File: src/rtl/alu_pkg.sv
// Shared constants for the ALU share arbiter: MIPS opcode/func fields, ALU control, FSM states.
// No logic here; latency and backpressure live in the arbiter.
package alu_pkg;

   localparam logic [5:0] OP_RTYPE = 6'h00;
   localparam logic [5:0] OP_BEQ   = 6'h04;
   localparam logic [5:0] OP_LW    = 6'h23;
   localparam logic [5:0] OP_SW    = 6'h2B;

   localparam logic [5:0] FN_ADD = 6'h20;
   localparam logic [5:0] FN_SUB = 6'h22;
   localparam logic [5:0] FN_AND = 6'h24;
   localparam logic [5:0] FN_OR  = 6'h25;
   localparam logic [5:0] FN_NOR = 6'h27;
   localparam logic [5:0] FN_SLT = 6'h2A;

   typedef enum logic [2:0] {
      ALU_ADD = 3'd0,
      ALU_SUB = 3'd1,
      ALU_AND = 3'd2,
      ALU_OR  = 3'd3,
      ALU_NOR = 3'd4,
      ALU_SLT = 3'd5
   } alu_ctrl_t;

   typedef enum logic [1:0] {
      ST_IDLE = 2'd0,
      ST_EXEC = 2'd1,
      ST_RESP = 2'd2
   } arb_state_t;

   typedef struct packed {
      logic [5:0]  opcode;
      logic [5:0]  func;
      logic [31:0] a;
      logic [31:0] b;
   } alu_op_t;

endpackage

File: src/rtl/alu_exec_unit.sv
// Combinational MIPS ALU: decodes opcode/func to an ALU control and computes result and zero flag.
// Zero latency, no flow control; the arbiter registers its outputs.
module alu_exec_unit
   import alu_pkg::*;
(
   input  logic [5:0]  opcode,
   input  logic [5:0]  func,
   input  logic [31:0] a,
   input  logic [31:0] b,
   output logic [31:0] result,
   output logic        zero
);

   alu_ctrl_t ctrl;

   // Loads/stores compute an address (ADD), branches compare (SUB); anything unknown falls back to ADD.
   always_comb begin
      ctrl = ALU_ADD;
      if (opcode == OP_RTYPE) begin
         case (func)
            FN_ADD:  ctrl = ALU_ADD;
            FN_SUB:  ctrl = ALU_SUB;
            FN_AND:  ctrl = ALU_AND;
            FN_OR:   ctrl = ALU_OR;
            FN_NOR:  ctrl = ALU_NOR;
            FN_SLT:  ctrl = ALU_SLT;
            default: ctrl = ALU_ADD;
         endcase
      end else if (opcode == OP_BEQ) begin
         ctrl = ALU_SUB;
      end
   end

   always_comb begin
      result = '0;
      case (ctrl)
         ALU_ADD: result = a + b;
         ALU_SUB: result = a - b;
         ALU_AND: result = a & b;
         ALU_OR:  result = a | b;
         ALU_NOR: result = ~(a | b);
         ALU_SLT: result = (a < b) ? 32'h1 : 32'h0;
         default: result = a + b;
      endcase
   end

   assign zero = (result == 32'h0);

endmodule

File: src/rtl/alu_share_arbiter.sv
// Round-robin share of one ALU between two requesters; IDLE->EXEC->RESP, response valid two cycles after accept.
// Backpressure: RESP holds until the granted rsp_ready, and both req_ready stay low outside IDLE.
module alu_share_arbiter
   import alu_pkg::*;
#(
   parameter int RR_INIT = 0
)
(
   input  logic        clk,
   input  logic        rst_n,
   input  logic        req0_valid,
   output logic        req0_ready,
   input  logic [5:0]  req0_opcode,
   input  logic [5:0]  req0_func,
   input  logic [31:0] req0_a,
   input  logic [31:0] req0_b,
   input  logic        req1_valid,
   output logic        req1_ready,
   input  logic [5:0]  req1_opcode,
   input  logic [5:0]  req1_func,
   input  logic [31:0] req1_a,
   input  logic [31:0] req1_b,
   output logic        rsp0_valid,
   input  logic        rsp0_ready,
   output logic [31:0] rsp0_result,
   output logic        rsp0_zero,
   output logic        rsp1_valid,
   input  logic        rsp1_ready,
   output logic [31:0] rsp1_result,
   output logic        rsp1_zero
);

   localparam logic RR_INIT_BIT = (RR_INIT != 0);

   arb_state_t  state_q, state_d;
   alu_op_t     op_q, op_sel;
   logic        gnt_q, gnt_idx;
   logic        rr_q;
   logic [31:0] result_q, exec_result;
   logic        zero_q, exec_zero;
   logic        in_idle, hs, rsp_done;

   // Single valid wins outright; a tie goes to the round-robin pointer.
   always_comb begin
      gnt_idx = req1_valid;
      if (req0_valid && req1_valid) begin
         gnt_idx = rr_q;
      end
   end

   assign in_idle    = (state_q == ST_IDLE) && rst_n;
   assign req0_ready = in_idle && req0_valid && !gnt_idx;
   assign req1_ready = in_idle && req1_valid && gnt_idx;
   assign hs         = req0_ready || req1_ready;
   assign op_sel     = gnt_idx ? {req1_opcode, req1_func, req1_a, req1_b}
                               : {req0_opcode, req0_func, req0_a, req0_b};
   assign rsp_done   = (state_q == ST_RESP) && (gnt_q ? rsp1_ready : rsp0_ready);

   always_comb begin
      state_d = state_q;
      case (state_q)
         ST_IDLE: if (hs) state_d = ST_EXEC;
         ST_EXEC: state_d = ST_RESP;
         ST_RESP: if (rsp_done) state_d = ST_IDLE;
         default: state_d = ST_IDLE;
      endcase
   end

   always_ff @(posedge clk or negedge rst_n) begin
      if (!rst_n) begin
         state_q <= ST_IDLE;
      end else begin
         state_q <= state_d;
      end
   end

   always_ff @(posedge clk or negedge rst_n) begin
      if (!rst_n) begin
         op_q     <= '0;
         gnt_q    <= 1'b0;
         rr_q     <= RR_INIT_BIT;
         result_q <= '0;
         zero_q   <= 1'b0;
      end else begin
         if (state_q == ST_IDLE && hs) begin
            op_q  <= op_sel;
            gnt_q <= gnt_idx;
         end
         if (state_q == ST_EXEC) begin
            result_q <= exec_result;
            zero_q   <= exec_zero;
         end
         if (rsp_done) begin
            rr_q <= ~gnt_q;
         end
      end
   end

   alu_exec_unit u_exec (
      .opcode (op_q.opcode),
      .func   (op_q.func),
      .a      (op_q.a),
      .b      (op_q.b),
      .result (exec_result),
      .zero   (exec_zero)
   );

   assign rsp0_valid  = (state_q == ST_RESP) && !gnt_q;
   assign rsp1_valid  = (state_q == ST_RESP) && gnt_q;
   assign rsp0_result = result_q;
   assign rsp1_result = result_q;
   assign rsp0_zero   = zero_q;
   assign rsp1_zero   = zero_q;

endmodule

File: config.mk
export PLATFORM = sky130hd
export DESIGN_NAME = alu_share_arbiter
export DESIGN_NICKNAME = d
export VERILOG_FILES = /design/src/rtl/alu_pkg.sv /design/src/rtl/alu_exec_unit.sv /design/src/rtl/alu_share_arbiter.sv
export SDC_FILE = /design/constraint.sdc
export NUM_CORES = 1
export LEC_CHECK = 0
export CELL_PAD_IN_SITES_DETAIL_PLACEMENT = 1
export CELL_PAD_IN_SITES_GLOBAL_PLACEMENT = 2
export CORE_ASPECT_RATIO = 1.75
export CORE_MARGIN = 2
export CORE_UTILIZATION = 31
export DETAILED_ROUTE_END_ITERATION = 8
export GPL_TIMING_DRIVEN = 0
export MAX_ROUTING_LAYER = met4
export PLACE_DENSITY = 0.85
export SLEW_MARGIN = 40
export SYNTH_ARGS = -nofsm -noshare
export SYNTH_HDL_FRONTEND = slang
export SYNTH_SLANG_ARGS = --single-unit
File: constraint.sdc
create_clock -name clk -period 3.66 [get_ports clk]
set_clock_uncertainty 0.05 [all_clocks]
set_input_delay 0.732 -clock clk [delete_from_list [all_inputs] [get_ports clk]]
set_output_delay 0.732 -clock clk [all_outputs]
set_load 0.01 [all_outputs]
==> metrics, run 1 <==
outcome finished, violations left; failing checks negative setup slack; clock buffer depth 2; commonest cells after routing, fill and taps aside 226 x clkdlybuf4s50_1, 144 x nor2_1, 131 x a21oi_1, 111 x dfrtp_1, 98 x inv_1; Initial DRC Count 478; r2r worst-path depth 14; WL per Instance about 24 um; vias in the first global route between 10000 and 15000; routed via count 11600; Final Cell Area 15300 um^2; fin crit period 3.78 ns; routed wire length between 50 and 60 mm; Synth warnings 0; area leader, netlist dfrtp_1; drt pass-1 iters 4; Post-DP Area around 14000 um^2; core area 34600 um^2; RSZ-0062 raised after global routing true; global-route usage over all layers 0.281; largest net degree at the start of global routing 72; Max-Cap Viols 0; fin crit share 1.03; Die Y 252 um; initial antenna violation count 0; number of remaining DRC errors 0; Clk Latency, worst-skew pair between 0.4 and 0.5 ns; CP required 4.00 ns; Fillers 4111; nature of the critical path startpoint register; Rel. slew slack 0.441; Max Clk Rate 0.265 GHz; Critical Path AT slightly above 4 ns; Worst R2R Start op_q[9]$_DFFE_PN0P_; fin worst setup slack -0.117 ns; Post-synth EDFFs 0; Placer Congestion 0.974; #FFs+latches synth 113; DP HPWL 41.6 mm; I/O pin count 228; Worst Setup End Kind register; Hold Buf Count CTS 0; GRT overflow 0; Port Buf Inserts 227; power consumption 18.2 mW; clk root buf clkbuf_16; Hold Fails Final Rpt 0; Worst Setup Path Type register to register; Initial Utilization 0.315; worst vdd ir between 0.4 and 0.5 mV; Synth async-reset ratio 1.00; reg2reg end rsp0_zero$_DFFE_PN0N_; die area 36700 um^2; Post-DRT Antenna Nets 0; Storage cell area 2830 um^2; Seq/Total Area, Yosys 0.260; Syn Area/Cell 8.08 um^2; Yosys cell types 86; CTS H-Tree Depth 4; Crit Path Max Fanout 9; final net count 1883; crit path from op_q[9]$_DFFE_PN0P_; leakage power 6.59 nW; Die Span X 146 um; share of cells above drive strength 1 0.163; first-pass GRT wire length 75.3 mm; worst-margin pin slew 0.838 ns; Area Overhead vs Synth 40.7%; Post-Syn Instances 1348; # rows 90; Synth Net Count 1604; Synth Flop Type dfrtp_1; R2R setup slack -0.12 ns; total CTS buffers 17; area of the multi-input gates roughly 7700 um^2; final setup fails 1; pwr dens around 1200 nW/um^2; main area contributors after synthesis dfrtp_1 26%, ha_1 11%, mux2i_1 7.4%, a21oi_1 6.9%, nor2_1 5.1%; pre-CTS setup slack -1.01 ns; Synth Cell Area 10900 um^2; Max Slew Vio Count 0; area share of the largest cell type after synthesis 0.260; CTS tree done; commonest non-fill, non-tap cell in the layout clkdlybuf4s50_1; vias per cell 5.52; Worst-path clk slew 0.06 ns; CTS Sinks 113; # diodes 0; Worst Hold Class input port to asynchronous set/reset pin
cells in the mapped netlist (4+ instances only):
master,n
and2_1,7
a221o_1,7
xnor2_1,38
a2111oi_0,4
nand4_1,14
buf_2,20
nand2_1,74
o22ai_1,9
buf_1,13
o211ai_1,14
nand3_1,17
a31oi_1,13
buf_4,36
a21oi_1,151
and3_1,4
o21bai_1,8
nor2_1,149
ha_1,96
o31a_1,5
nor3_1,21
o21ai_0,54
o21ai_1,4
o21a_1,6
o31ai_1,12
dfrtp_1,113
mux2i_1,81
and4_1,8
nor4_1,10
or4_1,10
a22oi_1,33
clkbuf_1,49
inv_1,99
mux2_2,9
a221oi_1,5
a211o_1,8
a211oi_1,14
xor2_1,4
nor2b_1,14
a21o_1,19
nor3b_1,4
o221ai_1,9
o311ai_0,5
nand2b_1,11
or3_1,4
critical path: stages (launching register included):
cell and delay, ns:
dfrtp_1 0.37, inv_1 0.07, ha_1 0.30, buf_4 0.18
or4_4 0.54, buf_4 0.17, a31oi_1 0.20, a21oi_2 0.12
a221o_1 0.34, a21oi_2 0.19, nand4_1 0.16, nor4b_2 0.27
nor4bb_4 0.32, and4_1 0.24, a32o_2 0.17
registers in the layout, indices dropped and copies added, names as in the netlist:
name	count
rr_q	1
state_q	2
op_q	76
rsp0_result	32
gnt_q	1
rsp0_zero	1
kinds of logic after synthesis:
group | count (synthesis) | synth area share
AOI/OAI and AO/OA | 421 | 0.255
and+or+nand+nor | 363 | 0.160
buffers and inverters | 221 | 0.0930
DFF | 113 | 0.260
adders and majority gates | 98 | 0.114
muxes | 90 | 0.0838
xor gates and xnor gates | 42 | 0.0338
routing by layer:
| metal | GRT usage | routed length [um] | share of wire |
|---|---|---|---|
| met1 | 0.261 | 17100 | 0.34 |
| met2 | 0.543 | 29000 | 0.57 |
| met3 | 0.0295 | 1190 | 0.024 |
| met4 | 0.175 | 3310 | 0.065 |
| met5 | - | 0 | 0 |
what timing repair did:
| action | 4_1_cts | 5_1_grt |
|---|---|---|
| endpoints found under the setup margin | 17 | 7 |
| resized for setup | 121 | 46 |
| hold endpoints to repair | 0 | 0 |
| pin swaps | 28 | 13 |
| buffers inserted | 21 | 12 |
| cloned | 0 | 0 |
stage by stage:
step	hold slack, ns	util	setup TNS (ns)	instances
after floorplan	0.386	-	0	1348
after global placement	0.440	0.397	-603.44	2035
after detailed placement	0.448	0.399	-4.92	2037
after CTS	0.110	0.436	-0.0811	2088
after global routing	0.135	0.443	-0.234	2100
final	0.124	0.443	-0.117	2100
where the power goes:
group	switching, mW	internal (mW)	leakage (nW)
sequential	0.652	1.85	1.28
combinational	8.34	5.55	5.03
clock	0.677	1.08	0.281
area by class of cell:
cell class | count | area share
sequential | 113 | 0.185
clock buffer | 19 | 0.0289
inverter | 100 | 0.0245
timing repair buffer | 262 | 0.167
buffer | 119 | 0.0468
multi-input combinational | 1014 | 0.500
tap | 460 | 0.0376
clock inverter | 13 | 0.0105
worst max path at each step:
stage	end	slack (ns)	depth (start not counted)
floorplan	rsp0_zero$_DFFE_PN0N_	0.30	13
global placement	op_q[39]$_DFFE_PN0P_	-3.98	7
detailed placement	rsp0_zero$_DFFE_PN0N_	-1.01	13
CTS	rsp0_zero$_DFFE_PN0N_	-0.08	13
global route	rsp0_zero$_DFFE_PN0N_	-0.23	14
finish	rsp0_zero$_DFFE_PN0N_	-0.12	14
Note: power is estimated with default switching activity, not from simulation.
==> run 2, diff against run 1 <==
CORE_MARGIN = unset   (was 2)
CTS_CLUSTER_SIZE = 24   (was unset)
==> metrics, run 2 (synthesized netlist as in run 1, its figures left out) <==
pre-CTS setup slack -0.937 ns; R2R setup slack -0.09 ns; Critical Path AT 4.08 ns; Max Slew Vio Count 0; total CTS buffers 17; Storage cell area between 2000 and 3000 um^2; r2r worst-path depth 13; final setup fails 2; Max Clk Rate 0.267 GHz; Worst Hold Class input port to asynchronous set/reset pin; share of cells above drive strength 1 0.164; routed via count 11600; WL per Instance 24.3 um; Top reg by flops op_q; Rel. slew slack 0.444; vias per cell approximately 5.5; Top delay family on crit path compound AO/OA/AOI/OAI gates; I/O pin count 228; Port Buf Inserts 227; Worst path max stage delay 0.41 ns; worst vdd ir 0.533 mV; nature of the critical path startpoint register; pwr dens 1190 nW/um^2; clock buffer depth 2; area of the multi-input gates 7730 um^2; Worst Setup End Kind register; Initial Utilization 0.315; Die Y 250 um; initial antenna violation count 0; vias in the first global route 12600; GRT overflow 0; Worst R2R Start op_q[17]$_DFFE_PN0P_; power consumption 18.2 mW; largest net degree at the start of global routing 72; fin crit share 1.03; # diodes 0; reg2reg end rsp0_zero$_DFFE_PN0N_; Initial DRC Count 562; commonest cells after routing, fill and taps aside 226 x clkdlybuf4s50_1, 144 x nor2_1, 134 x a21oi_1, 109 x dfrtp_1, 98 x inv_1; Area Overhead vs Synth 40.9%; first-pass GRT wire length about 76 mm; DP HPWL 41.7 mm; # rows 90; Clk Latency, worst-skew pair 0.45 ns; Post-DRT Antenna Nets 0; Die Span X about 140 um; CTS tree done; outcome finished, violations left; commonest non-fill, non-tap cell in the layout clkdlybuf4s50_1; final net count 1877; slowest cell on the critical path dfrtp_1; Crit Path Max Fanout 10; routed wire length roughly 51 mm; leakage power 6.56 nW; global-route usage over all layers 0.298; worst-margin pin slew 0.834 ns; Max-Cap Viols 0; CTS Sinks around 110; CP required ~4.0 ns; Placer Congestion 1.01; Hold Fails Final Rpt 0; Largest register FFs 76; failing checks negative setup slack; Most common cell on crit path o32ai_2; Worst Setup Path Type register to register; number of remaining DRC errors 0; core area approximately 35000 um^2; CTS H-Tree Depth 4; RSZ-0062 raised after global routing true; fin crit period 3.75 ns; crit path cell chain inv_1, ha_1, buf_2, and4_1, nand2_1, o32ai_2, nor4_2, a211oi_2, a31oi_1, a221oi_1, o32ai_2, nor3b_1, a32o_2; fin worst setup slack -0.0915 ns; worst path bufs/invs 2; Fillers 4101; Placed Cells 2036; clk root buf clkbuf_16; Worst-path clk slew roughly 0.06 ns; Post-Layout Cell Count ~2100; final design utilization 0.444; die area 35900 um^2; drt pass-1 iters 5
[run 2: cell count changes in the layout (fill, tap and decap cells not counted), sizes merged]
| cell | before | now |
|---|---|---|
| buf | 109 | 105 |
| bufinv | 3 | 2 |
| clkbuf | 65 | 61 |
| clkinv | 5 | 6 |
| inv | 100 | 102 |
[run 2: worst reg2reg max path, stage by stage, from the launching register on]
cell	delay (ns)
dfrtp_1	0.41
inv_1	0.09
ha_1	0.32
buf_2	0.25
and4_1	0.30
nand2_1	0.12
o32ai_2	0.40
nor4_2	0.10
a211oi_2	0.41
a31oi_1	0.21
a221oi_1	0.40
o32ai_2	0.20
nor3b_1	0.23
a32o_2	0.18
[run 2: report_power, final]
| group | internal [mW] | switching, mW | leakage (nW) |
|---|---|---|---|
| clock | 1.00 | 0.687 | 0.272 |
| sequential | 1.85 | 0.645 | 1.28 |
| combinational | 5.57 | 8.44 | 5.02 |
[run 2: cell type report]
class / count / area share
Clock buffer: 17 / 0.0277
Inverter: 100 / 0.0245
Tap cell: 460 / 0.0375
Sequential cell: 113 / 0.185
Buffer: 119 / 0.0475
Multi-Input combinational cell: 1014 / 0.504
Timing Repair Buffer: 256 / 0.164
Clock inverter: 15 / 0.0104
[run 2: stage by stage]
| stage | TNS, ns | area (um^2) | hold slack [ns] |
|---|---|---|---|
| floorplan | 0 | 10900 | 0.386 |
| global placement | -588.31 | 13700 | 0.439 |
| detailed placement | -4.78 | 13800 | 0.450 |
| CTS | -0.0612 | 15100 | 0.107 |
| global route | -0.223 | 15300 | 0.140 |
| finish | -0.112 | 15300 | 0.120 |
[run 2: timing repair]
item,CTS,global route
pin swaps,32,15
hold buffers,0,0
setup buffers,20,8
gates resized for setup,139,39
setup endpoints to repair,14,6
[run 2: how the worst max path moves through the flow]
stage | startpoint | end | slack (ns) | cells past startpoint
floorplan | op_q[0]$_DFFE_PN0P_ | rsp0_zero$_DFFE_PN0N_ | 0.30 | 13
global placement | rst_n | op_q[40]$_DFFE_PN0P_ | -3.88 | 7
detailed placement | op_q[0]$_DFFE_PN0P_ | rsp0_zero$_DFFE_PN0N_ | -0.94 | 13
CTS | op_q[9]$_DFFE_PN0P_ | rsp0_zero$_DFFE_PN0N_ | -0.06 | 14
global route | op_q[52]$_DFFE_PN0P_ | rsp0_zero$_DFFE_PN0N_ | -0.21 | 13
finish | op_q[17]$_DFFE_PN0P_ | rsp0_zero$_DFFE_PN0N_ | -0.09 | 13
[run 2: layer usage]
metal  GRT usage  wire length (um)  share of wire
met3      0.0301              1260          0.025
met5           -                 0              0
met1       0.273             17200           0.34
met4       0.202              3690          0.073
met2       0.566             28700           0.56
==> run 3, diff against run 2 <==
CORE_UTILIZATION = 33   (was 31)
PLACE_DENSITY = 0.9   (was 0.85)
clock period = 4.55 ns   (was 3.66 ns; I/O delays follow)
==> metrics, run 3 (synthesized netlist as in run 1, its figures left out) <==
r2r worst-path depth 12; # diodes 0; Worst Setup Path Type input port to output pin; Worst Setup End Kind output pin; Critical Path AT 3.48 ns; number of remaining DRC errors 0; CTS H-Tree Depth 4; Initial DRC Count 532; Crit Path Max Fanout 10; nature of the critical path startpoint input port; routed via count roughly 11000; final net count 1851; Area Overhead vs Synth 32.0%; Largest register FFs 76; Top reg by flops op_q; CTS tree done; Storage cell area 2830 um^2; total negative slack 0 ns; leakage power roughly 6.3 nW; clock buffer depth 2; Hold Buf Count CTS 0; routed wire length 50.2 mm; I/O pin count 228; Hold Fails Final Rpt 0; fin crit period between 4 and 5 ns; CP required 3.59 ns; commonest non-fill, non-tap cell in the layout clkdlybuf4s50_1; WL per Instance 25.0 um; pwr dens about 920 nW/um^2; Die Span X 139 um; final setup fails 0; first-pass GRT wire length approximately 75 mm; Die Y approximately 240 um; Worst-path clk slew 0.06 ns; Fillers 3864; Placer Congestion 0.984; die area 33700 um^2; largest net degree at the start of global routing between 70 and 80; Max Slew Vio Count 0; Max-Cap Viols 0; area of the multi-input gates 7100 um^2; total CTS buffers 17; CTS Sinks 113; fin crit share 0.975; vias in the first global route 12300; core area 32300 um^2; Post CTS Setup Buffer Count 0; Post-DRT Antenna Nets 0; Port Buf Inserts 227; commonest cells after routing, fill and taps aside 226 x clkdlybuf4s50_1, 151 x a21oi_1, 149 x nor2_1, 113 x dfrtp_1, 99 x inv_1; # resized after CTS 4; global-route usage over all layers 0.310; Rel. slew slack 0.439; Fin Hold WS 0.297 ns; Clk Latency, worst-skew pair 0.45 ns; Worst Hold Class input port to asynchronous set/reset pin; clk root buf clkbuf_16; drt pass-1 iters 5; vias per cell around 5.7; Initial Utilization 0.337; # rows 87; worst vdd ir 0.366 mV; Max Clk Rate 0.225 GHz; share of cells above drive strength 1 0.0840; worst-margin pin slew 0.841 ns; outcome complete, no violations; GRT overflow 0; RSZ-0062 raised after global routing false; DP HPWL 42.1 mm; initial antenna violation count 0
-- run 3: path summary, 6_finish.rpt --
path                                        startpoint                          end  slack (ns)
min                                              rst_n          op_q[9]$_DFFE_PN0P_        0.30
max reg2reg                       op_q[21]$_DFFE_PN0P_        rsp0_zero$_DFFE_PN0N_        0.15
min in group clk           rsp0_result[29]$_DFFE_PN0N_  rsp0_result[29]$_DFFE_PN0N_        0.45
min reg2reg                rsp0_result[29]$_DFFE_PN0N_  rsp0_result[29]$_DFFE_PN0N_        0.45
max                                         req0_valid                   req0_ready        0.11
max in group asynchronous                        rst_n         op_q[52]$_DFFE_PN0P_        3.44
-- run 3: metrics by stage --
step                      cell area [um^2]   util  worst slack, ns  cells  total power [mW]
final                                14400  0.444            0.114   2008              13.2
after CTS                            14300  0.443           0.0483   2009              13.2
after global placement               13700  0.423            -3.18   1975              11.5
after floorplan                      10900      -             1.18   1348              7.85
after global routing                 14400  0.444           0.0311   2008              14.0
after detailed placement             13700  0.424           -0.254   1977              11.7
-- run 3: worst max-delay path, stage by stage --
cell and delay (ns):
clkdlybuf4s50_1 0.50, inv_1 0.04, o21ai_0 0.16, clkbuf_2 0.31, buf_2 0.45, clkbuf_4 0.39, and3_1 0.19, clkdlybuf4s50_1 0.53
-- run 3: final cells by class --
type | count | share of cell area
Multi-Input combinational cell | 1014 | 0.494
Timing Repair Buffer | 229 | 0.161
Clock inverter | 13 | 0.0112
Tap cell | 400 | 0.0348
Inverter | 100 | 0.0261
Sequential cell | 113 | 0.197
Clock buffer | 19 | 0.0315
Buffer | 120 | 0.0448
-- run 3: power breakdown --
group          leakage (nW)  switching, mW  internal [mW]
clock network         0.291          0.528          0.886
logic                  4.74           6.14           3.64
registers              1.28          0.519           1.49
-- run 3: routing by layer --
| metal | track usage | routed length [um] |
|---|---|---|
| met5 | - | 0 |
| met4 | 0.196 | 3100 |
| met2 | 0.604 | 29000 |
| met1 | 0.283 | 17000 |
| met3 | 0.0285 | 1140 |
